===== config.mk =====
export PLATFORM = sky130hd
export DESIGN_NAME = traffic_light_fsm
export DESIGN_NICKNAME = d
export VERILOG_FILES = /design/src/rtl/traffic_light_fsm_pkg.sv /design/src/rtl/traffic_light_fsm_interval_timer.sv /design/src/rtl/traffic_light_fsm.sv
export SDC_FILE = /design/constraint.sdc
export NUM_CORES = 1
export LEC_CHECK = 0
export BUFFER_PORTS_ARGS = -buffer_cell sky130_fd_sc_hd__buf_2
export CAP_MARGIN = 20
export CORE_MARGIN = 3
export CORE_UTILIZATION = 45
export CTS_CLUSTER_DIAMETER = 80
export DETAILED_ROUTE_END_ITERATION = 8
export MAX_ROUTING_LAYER = met4
export PLACE_DENSITY = 0.74
export REMOVE_ABC_BUFFERS = 1
export SETUP_SLACK_MARGIN = 0.3
export SYNTH_ARGS = -nofsm -noshare
export SYNTH_HDL_FRONTEND = slang
export SYNTH_SLANG_ARGS = --single-unit

===== constraint.sdc =====
create_clock -name clk -period 2.8 [get_ports clk]
set_clock_uncertainty 0.05 [all_clocks]
set_input_delay 0.28 -clock clk [delete_from_list [all_inputs] [get_ports clk]]
set_output_delay 0.28 -clock clk [all_outputs]
set_load 0.02 [all_outputs]

===== src/rtl/traffic_light_fsm_pkg.sv =====
// Shared types and constants for the traffic-light sequencer.
// States, lamp codes, reprogram selects and default intervals.
package traffic_light_fsm_pkg;

    typedef enum logic [2:0] {
        S_MG     = 3'd0,
        S_MG_EXT = 3'd1,
        S_MY     = 3'd2,
        S_WALK   = 3'd3,
        S_SG     = 3'd4,
        S_SG_EXT = 3'd5,
        S_SY     = 3'd6
    } state_t;

    localparam logic [2:0] RED = 3'b100;
    localparam logic [2:0] YEL = 3'b010;
    localparam logic [2:0] GRN = 3'b001;

    localparam logic [1:0] SEL_BASE = 2'b00;
    localparam logic [1:0] SEL_EXT  = 2'b01;
    localparam logic [1:0] SEL_YEL  = 2'b10;
    localparam logic [1:0] SEL_NONE = 2'b11;

    localparam int DEF_TICK_DIV = 4;
    localparam int DEF_VAL_W    = 4;
    localparam int DEF_BASE     = 6;
    localparam int DEF_EXT      = 3;
    localparam int DEF_YEL      = 2;

endpackage


===== src/rtl/traffic_light_fsm_interval_timer.sv =====
// Tick divider plus interval counter; expire pulses on the
// final clock of a dur-tick interval.
module interval_timer #(
    parameter int TICK_DIV = 4,
    parameter int VAL_W    = 4
) (
    input  logic             clk,
    input  logic             rst,
    input  logic             restart,
    input  logic [VAL_W-1:0] dur,
    output logic             expire
);

    localparam int DW = (TICK_DIV > 1) ? $clog2(TICK_DIV) : 1;

    logic [DW-1:0]    div;
    logic [VAL_W-1:0] cnt;
    logic             tick;

    assign tick   = (div == DW'(TICK_DIV - 1));
    assign expire = tick && (cnt == dur - VAL_W'(1));

    always_ff @(posedge clk) begin
        if (rst || restart) begin
            div <= '0;
            cnt <= '0;
        end else if (tick) begin
            div <= '0;
            cnt <= cnt + VAL_W'(1);
        end else begin
            div <= div + DW'(1);
        end
    end

endmodule


===== src/rtl/traffic_light_fsm.sv =====
// Traffic-light sequencer: main/side/walk phases with programmable
// base, extension and yellow intervals.
module traffic_light_fsm
    import traffic_light_fsm_pkg::*;
#(
    parameter int TICK_DIV   = DEF_TICK_DIV,
    parameter int VAL_W      = DEF_VAL_W,
    parameter int T_BASE_DEF = DEF_BASE,
    parameter int T_EXT_DEF  = DEF_EXT,
    parameter int T_YEL_DEF  = DEF_YEL
) (
    input  logic             clk,
    input  logic             rst,
    input  logic             sensor_sync,
    input  logic             wr_sync,
    input  logic             prog_sync,
    input  logic [1:0]       prog_sel,
    input  logic [VAL_W-1:0] prog_val,
    output logic [2:0]       main_light,
    output logic [2:0]       side_light,
    output logic             walk_lamp,
    output logic [2:0]       state_dbg
);

    state_t           state;
    state_t           next;
    logic [VAL_W-1:0] t_base;
    logic [VAL_W-1:0] t_ext;
    logic [VAL_W-1:0] t_yel;
    logic [VAL_W-1:0] dur;
    logic [VAL_W-1:0] wval;
    logic             walk_pend;
    logic             expire;
    logic             restart;

    assign restart   = prog_sync || (next != state);
    assign wval      = (prog_val == '0) ? VAL_W'(1) : prog_val;
    assign state_dbg = state;

    interval_timer #(
        .TICK_DIV(TICK_DIV),
        .VAL_W   (VAL_W)
    ) u_timer (
        .clk    (clk),
        .rst    (rst),
        .restart(restart),
        .dur    (dur),
        .expire (expire)
    );

    always_comb begin
        dur = t_base;
        case (state)
            S_MG, S_SG:               dur = t_base;
            S_MG_EXT, S_SG_EXT, S_WALK: dur = t_ext;
            S_MY, S_SY:               dur = t_yel;
            default:                  dur = t_base;
        endcase
    end

    always_comb begin
        next = state;
        case (state)
            S_MG:     if (expire) next = sensor_sync ? S_MG_EXT : S_MY;
            S_MG_EXT: if (expire) next = S_MY;
            S_MY:     if (expire) next = walk_pend ? S_WALK : S_SG;
            S_WALK:   if (expire) next = S_SG;
            S_SG:     if (expire) next = sensor_sync ? S_SG_EXT : S_SY;
            S_SG_EXT: if (expire) next = S_SY;
            S_SY:     if (expire) next = S_MG;
            default:  next = S_MG;
        endcase
    end

    always_comb begin
        main_light = RED;
        side_light = RED;
        walk_lamp  = 1'b0;
        case (state)
            S_MG, S_MG_EXT: main_light = GRN;
            S_MY:           main_light = YEL;
            S_WALK:         walk_lamp  = 1'b1;
            S_SG, S_SG_EXT: side_light = GRN;
            S_SY:           side_light = YEL;
            default:        main_light = RED;
        endcase
    end

    always_ff @(posedge clk) begin
        if (rst || prog_sync) begin
            state <= S_MG;
        end else begin
            state <= next;
        end
    end

    // Clear on entry to walk beats any concurrent request.
    always_ff @(posedge clk) begin
        if (rst) begin
            walk_pend <= 1'b0;
        end else if (!prog_sync && state == S_MY && expire && walk_pend) begin
            walk_pend <= 1'b0;
        end else if (wr_sync && state != S_WALK) begin
            walk_pend <= 1'b1;
        end
    end

    always_ff @(posedge clk) begin
        if (rst) begin
            t_base <= VAL_W'(T_BASE_DEF);
            t_ext  <= VAL_W'(T_EXT_DEF);
            t_yel  <= VAL_W'(T_YEL_DEF);
        end else if (prog_sync) begin
            case (prog_sel)
                SEL_BASE: t_base <= wval;
                SEL_EXT:  t_ext  <= wval;
                SEL_YEL:  t_yel  <= wval;
                SEL_NONE: ;
                default:  ;
            endcase
        end
    end

endmodule


==> run_summary.xml <==
<?xml version="1.0" encoding="UTF-8"?>
<metrics>
  <group name="status">
    <metric name="status" unit="">finished, final reports clean</metric>
  </group>
  <group name="worst_setup_path">
    <metric name="path_common_cell" unit="">sky130_fd_sc_hd__buf_4</metric>
    <metric name="path_delay_family" unit="">simple AND/OR/NAND/NOR gates</metric>
    <metric name="worst_path_max_delay_cell" unit="">sky130_fd_sc_hd__or4_4</metric>
    <metric name="reg2reg_slack" unit="ns">0.27</metric>
    <metric name="reg2reg_from" unit="">state_dbg[1]</metric>
    <metric name="critPathCapture" unit="">u_timer.cnt[0]</metric>
    <metric name="critical_path_buf_inv_count" unit="">3</metric>
    <metric name="cp-startpoint" unit="">state_dbg[1]</metric>
    <metric name="critPathKind" unit="">flip-flop to flip-flop</metric>
    <metric name="endpoint_kind" unit="">flip-flop</metric>
    <metric name="critical_path.startpoint_type" unit="">flip-flop</metric>
    <metric name="timing.critical_path.fanout_max" unit="">8</metric>
    <metric name="worst-endpoint-arrival" unit="ns">2.69</metric>
    <metric name="max_stage_delay" unit="ns">0.54</metric>
    <metric name="cp.required" unit="ns">2.96</metric>
    <metric name="rr_endpoint" unit="">u_timer.cnt[0]</metric>
    <metric name="path_depth" unit="">10</metric>
    <metric name="timing.critical_path.cells" unit="">buf_6, and2b_1, a211oi_2, a21oi_2, buf_4, or4_4, a2111oi_4, buf_4, a311o_2, nor2_1</metric>
    <metric name="worst-r2r-cell-count" unit="">10</metric>
  </group>
  <group name="clock_network">
    <metric name="cts-htree-levels" unit="">1</metric>
    <metric name="sink_count_of_the_clock_tree" unit="">22</metric>
    <metric name="clock_tree.root_cell" unit="">sky130_fd_sc_hd__clkbuf_4</metric>
    <metric name="tritoncts" unit="">built</metric>
    <metric name="clockBufferDepth" unit="">2</metric>
    <metric name="tritoncts.num_buffers" unit="">3</metric>
    <metric name="cts-hold-fix-buffers" unit="">0</metric>
    <metric name="worst_skew_pair.late_latency" unit="ns">0.30</metric>
    <metric name="clkSlewWorstSetupHoldPaths" unit="ns">0.13</metric>
  </group>
  <group name="logic_synthesis">
    <metric name="ys.warnings.count" unit="">0</metric>
    <metric name="synth.area.top_cells" unit="">sky130_fd_sc_hd__dfxtp_1 (36%), sky130_fd_sc_hd__mux2i_1 (9.1%), sky130_fd_sc_hd__nor2_1 (6.5%), sky130_fd_sc_hd__a21oi_1 (3.7%), sky130_fd_sc_hd__a211o_1 (3.6%)</metric>
    <metric name="synth-seq-cells" unit="">22</metric>
    <metric name="synth.largest_area_cell" unit="">sky130_fd_sc_hd__dfxtp_1</metric>
    <metric name="yosys_most_used_dff" unit="">sky130_fd_sc_hd__dfxtp_1</metric>
    <metric name="synth.distinct_cells" unit="">35</metric>
    <metric name="synthesis.area_per_instance" unit="um^2">8.77</metric>
    <metric name="synth_edf_count" unit="">0</metric>
    <metric name="syn-cell-area" unit="mm^2">0.00121</metric>
    <metric name="area_share_of_the_largest_cell_type_after_synthesis" unit="">0.364</metric>
    <metric name="cells_after_synthesis" unit="">138</metric>
    <metric name="asyncSetResetFlopFracSynth" unit="">0</metric>
    <metric name="synth_seq_area_share" unit="">0.364</metric>
  </group>
  <group name="placement">
    <metric name="place_inst" unit="">185</metric>
    <metric name="port-buffer-count" unit="">20</metric>
    <metric name="globalplace.congestion" unit="">0.819</metric>
    <metric name="place_hpwl" unit="mm">1.96</metric>
    <metric name="dpl_worst_slack" unit="ns">0.243</metric>
  </group>
  <group name="global_route">
    <metric name="grt.met1_usage" unit="">0.222</metric>
    <metric name="grt_pass1_vias" unit="">981</metric>
    <metric name="grt_pass1_wl" unit="mm">4.48</metric>
    <metric name="grt_use_met2" unit="">0.294</metric>
    <metric name="largest_net_degree_at_the_start_of_global_routing" unit="">18</metric>
    <metric name="grt_antenna_before_repair" unit="">0</metric>
    <metric name="globalRoute.busiestLayer" unit="">met2</metric>
    <metric name="grt_overflow_total" unit="">0</metric>
    <metric name="globalRouteTotalUtil" unit="">0.176</metric>
    <metric name="use_met3" unit="">0.0223</metric>
  </group>
  <group name="drt">
    <metric name="drt-total-wl" unit="mm">2.77</metric>
    <metric name="route.detailed.vias_per_inst" unit="">5.39</metric>
    <metric name="detail_route.first_pass.iterations" unit="">4</metric>
    <metric name="dr_total_vias" unit="">1034</metric>
    <metric name="wire_per_inst" unit="um">14.4</metric>
    <metric name="drc" unit="">0</metric>
    <metric name="detail_route.iter0.violations" unit="">67</metric>
    <metric name="antenna_violating_nets_post_route" unit="">0</metric>
  </group>
  <group name="layout">
    <metric name="area_growth" unit="%">21.2</metric>
    <metric name="mostFrequentLayoutCell" unit="">sky130_fd_sc_hd__nor2_1</metric>
    <metric name="layout.cells.non_filler" unit="">192</metric>
    <metric name="nets" unit="">177</metric>
    <metric name="antenna-diode-count" unit="">0</metric>
    <metric name="layout.core_utilization" unit="">0.581</metric>
    <metric name="layout_common_cells" unit="">sky130_fd_sc_hd__nor2_1 (21), sky130_fd_sc_hd__buf_2 (20), sky130_fd_sc_hd__dfxtp_1 (19), sky130_fd_sc_hd__mux2i_1 (11), sky130_fd_sc_hd__inv_1 (7)</metric>
    <metric name="layout-drive-gt1-share" unit="">0.315</metric>
  </group>
  <group name="timing">
    <metric name="slew-limit-headroom" unit="">0.400</metric>
    <metric name="final.setup.worst_slack" unit="ns">0.274</metric>
    <metric name="worstMarginPinSlew" unit="ns">0.898</metric>
    <metric name="final_min_period_over_clock_period" unit="">0.902</metric>
    <metric name="clock.fmax" unit="MHz">396</metric>
    <metric name="setup_tns" unit="ns">0</metric>
    <metric name="slew_viol_final" unit="">0</metric>
    <metric name="fin_hold_ws" unit="ns">0.154</metric>
    <metric name="timing.final.hold_violations" unit="">0</metric>
    <metric name="fin_crit" unit="ns">2.53</metric>
    <metric name="setup_violations" unit="">0</metric>
    <metric name="grt_setup_unrepaired" unit="">yes</metric>
  </group>
  <group name="power">
    <metric name="power.density_cell_area" unit="mW/mm^2">433</metric>
    <metric name="cellLeakagePower" unit="nW">0.622</metric>
    <metric name="vdd.ir_drop.worst" unit="mV">0.388</metric>
  </group>
  <group name="floorplanning">
    <metric name="pin_count" unit="">21</metric>
    <metric name="initial_core_util" unit="">0.480</metric>
    <metric name="die_w" unit="um">57.9</metric>
    <metric name="placement_rows" unit="">18</metric>
    <metric name="die_h" unit="um">57.9</metric>
    <metric name="design.die.area" unit="mm^2">0.00335</metric>
    <metric name="fp.coreArea" unit="mm^2">0.00252</metric>
  </group>
  <group name="hold_path">
    <metric name="holdCritPathClass" unit="">input port to flip-flop</metric>
  </group>
  <group name="flow_run">
    <metric name="maxCapViolations" unit="">0</metric>
  </group>
</metrics>
## metal layers
layer	wire length (um)	vias to the layer above
met5	0	-
met4	6	0
met3	120	2
met2	1340	20
met1	1300	480
li1	-	532
## cell usage after synthesis, types with 2 or more instances
cell	n
sky130_fd_sc_hd__a211o_1	5
sky130_fd_sc_hd__a211oi_1	4
sky130_fd_sc_hd__a21oi_1	9
sky130_fd_sc_hd__a311oi_1	2
sky130_fd_sc_hd__clkbuf_1	6
sky130_fd_sc_hd__dfxtp_1	22
sky130_fd_sc_hd__ha_1	3
sky130_fd_sc_hd__inv_1	7
sky130_fd_sc_hd__mux2i_1	11
sky130_fd_sc_hd__nand2_1	7
sky130_fd_sc_hd__nand2b_1	2
sky130_fd_sc_hd__nand3b_1	4
sky130_fd_sc_hd__nor2_1	21
sky130_fd_sc_hd__nor2b_1	6
sky130_fd_sc_hd__nor3_1	2
sky130_fd_sc_hd__o21ai_0	2
sky130_fd_sc_hd__xnor2_1	5
sky130_fd_sc_hd__xor2_1	3
## how the worst min path moves through the flow
| stage | start | to | slack [ns] | depth (start not counted) |
|---|---|---|---|---|
| CTS | prog_val[1] | t_base[1] | 0.15 | 2 |
| floorplan | rst | t_base[3] | 0.30 | 1 |
| detailed placement | u_timer.div[0] | u_timer.div[0] | 0.38 | 1 |
| global placement | u_timer.div[0] | u_timer.div[0] | 0.36 | 1 |
| global route | prog_val[1] | t_base[1] | 0.15 | 2 |
| finish | prog_val[1] | t_base[1] | 0.15 | 2 |
## cells by family (layout without fill, tap and decap cells)
logic type / count (synthesis) / after routing / synth area share
simple gates: 52 / 52 / 0.223
compound gates: 28 / 28 / 0.183
flops: 22 / 22 / 0.364
buf+inv: 14 / 38 / 0.0496
mux: 11 / 11 / 0.0910
xor+xnor: 8 / 8 / 0.0579
fa+ha+maj: 3 / 3 / 0.0310
## flip-flops by register name (all words and copies together), names as in the netlist
name         flops
state_dbg        3
t_yel            4
walk_pend        1
u_timer.cnt      4
t_base           4
t_ext            4
u_timer.div      2
## power by group
part / internal [mW] / switching (mW)
combinational: 0.0301 / 0.0352
clock: 0.145 / 0.0965
sequential: 0.323 / 0.00632
total: 0.498 / 0.138
## layout make-up
type | instances | area, um^2
Tap cell | 30 | 37.5
Fill cell | 231 | 1060
Sequential cell | 22 | 444
Inverter | 7 | 26.3
Timing Repair Buffer | 27 | 156
Multi-Input combinational cell | 102 | 749
Clock inverter | 1 | 30.0
Clock buffer | 3 | 22.5
## through the flow
stage               cell area, um^2  total power, mW
global route                   1470            0.668
finish                         1470            0.636
detailed placement             1340            0.395
global placement               1340            0.392
CTS                            1410            0.638
floorplan                      1180            0.373
## timing repair
item	CTS	global route
pin swaps	1	8
setup endpoints to repair	7	8
gates resized for setup	3	12
setup buffers	0	3
No activity file was read; power rests on OpenSTA's default activity.
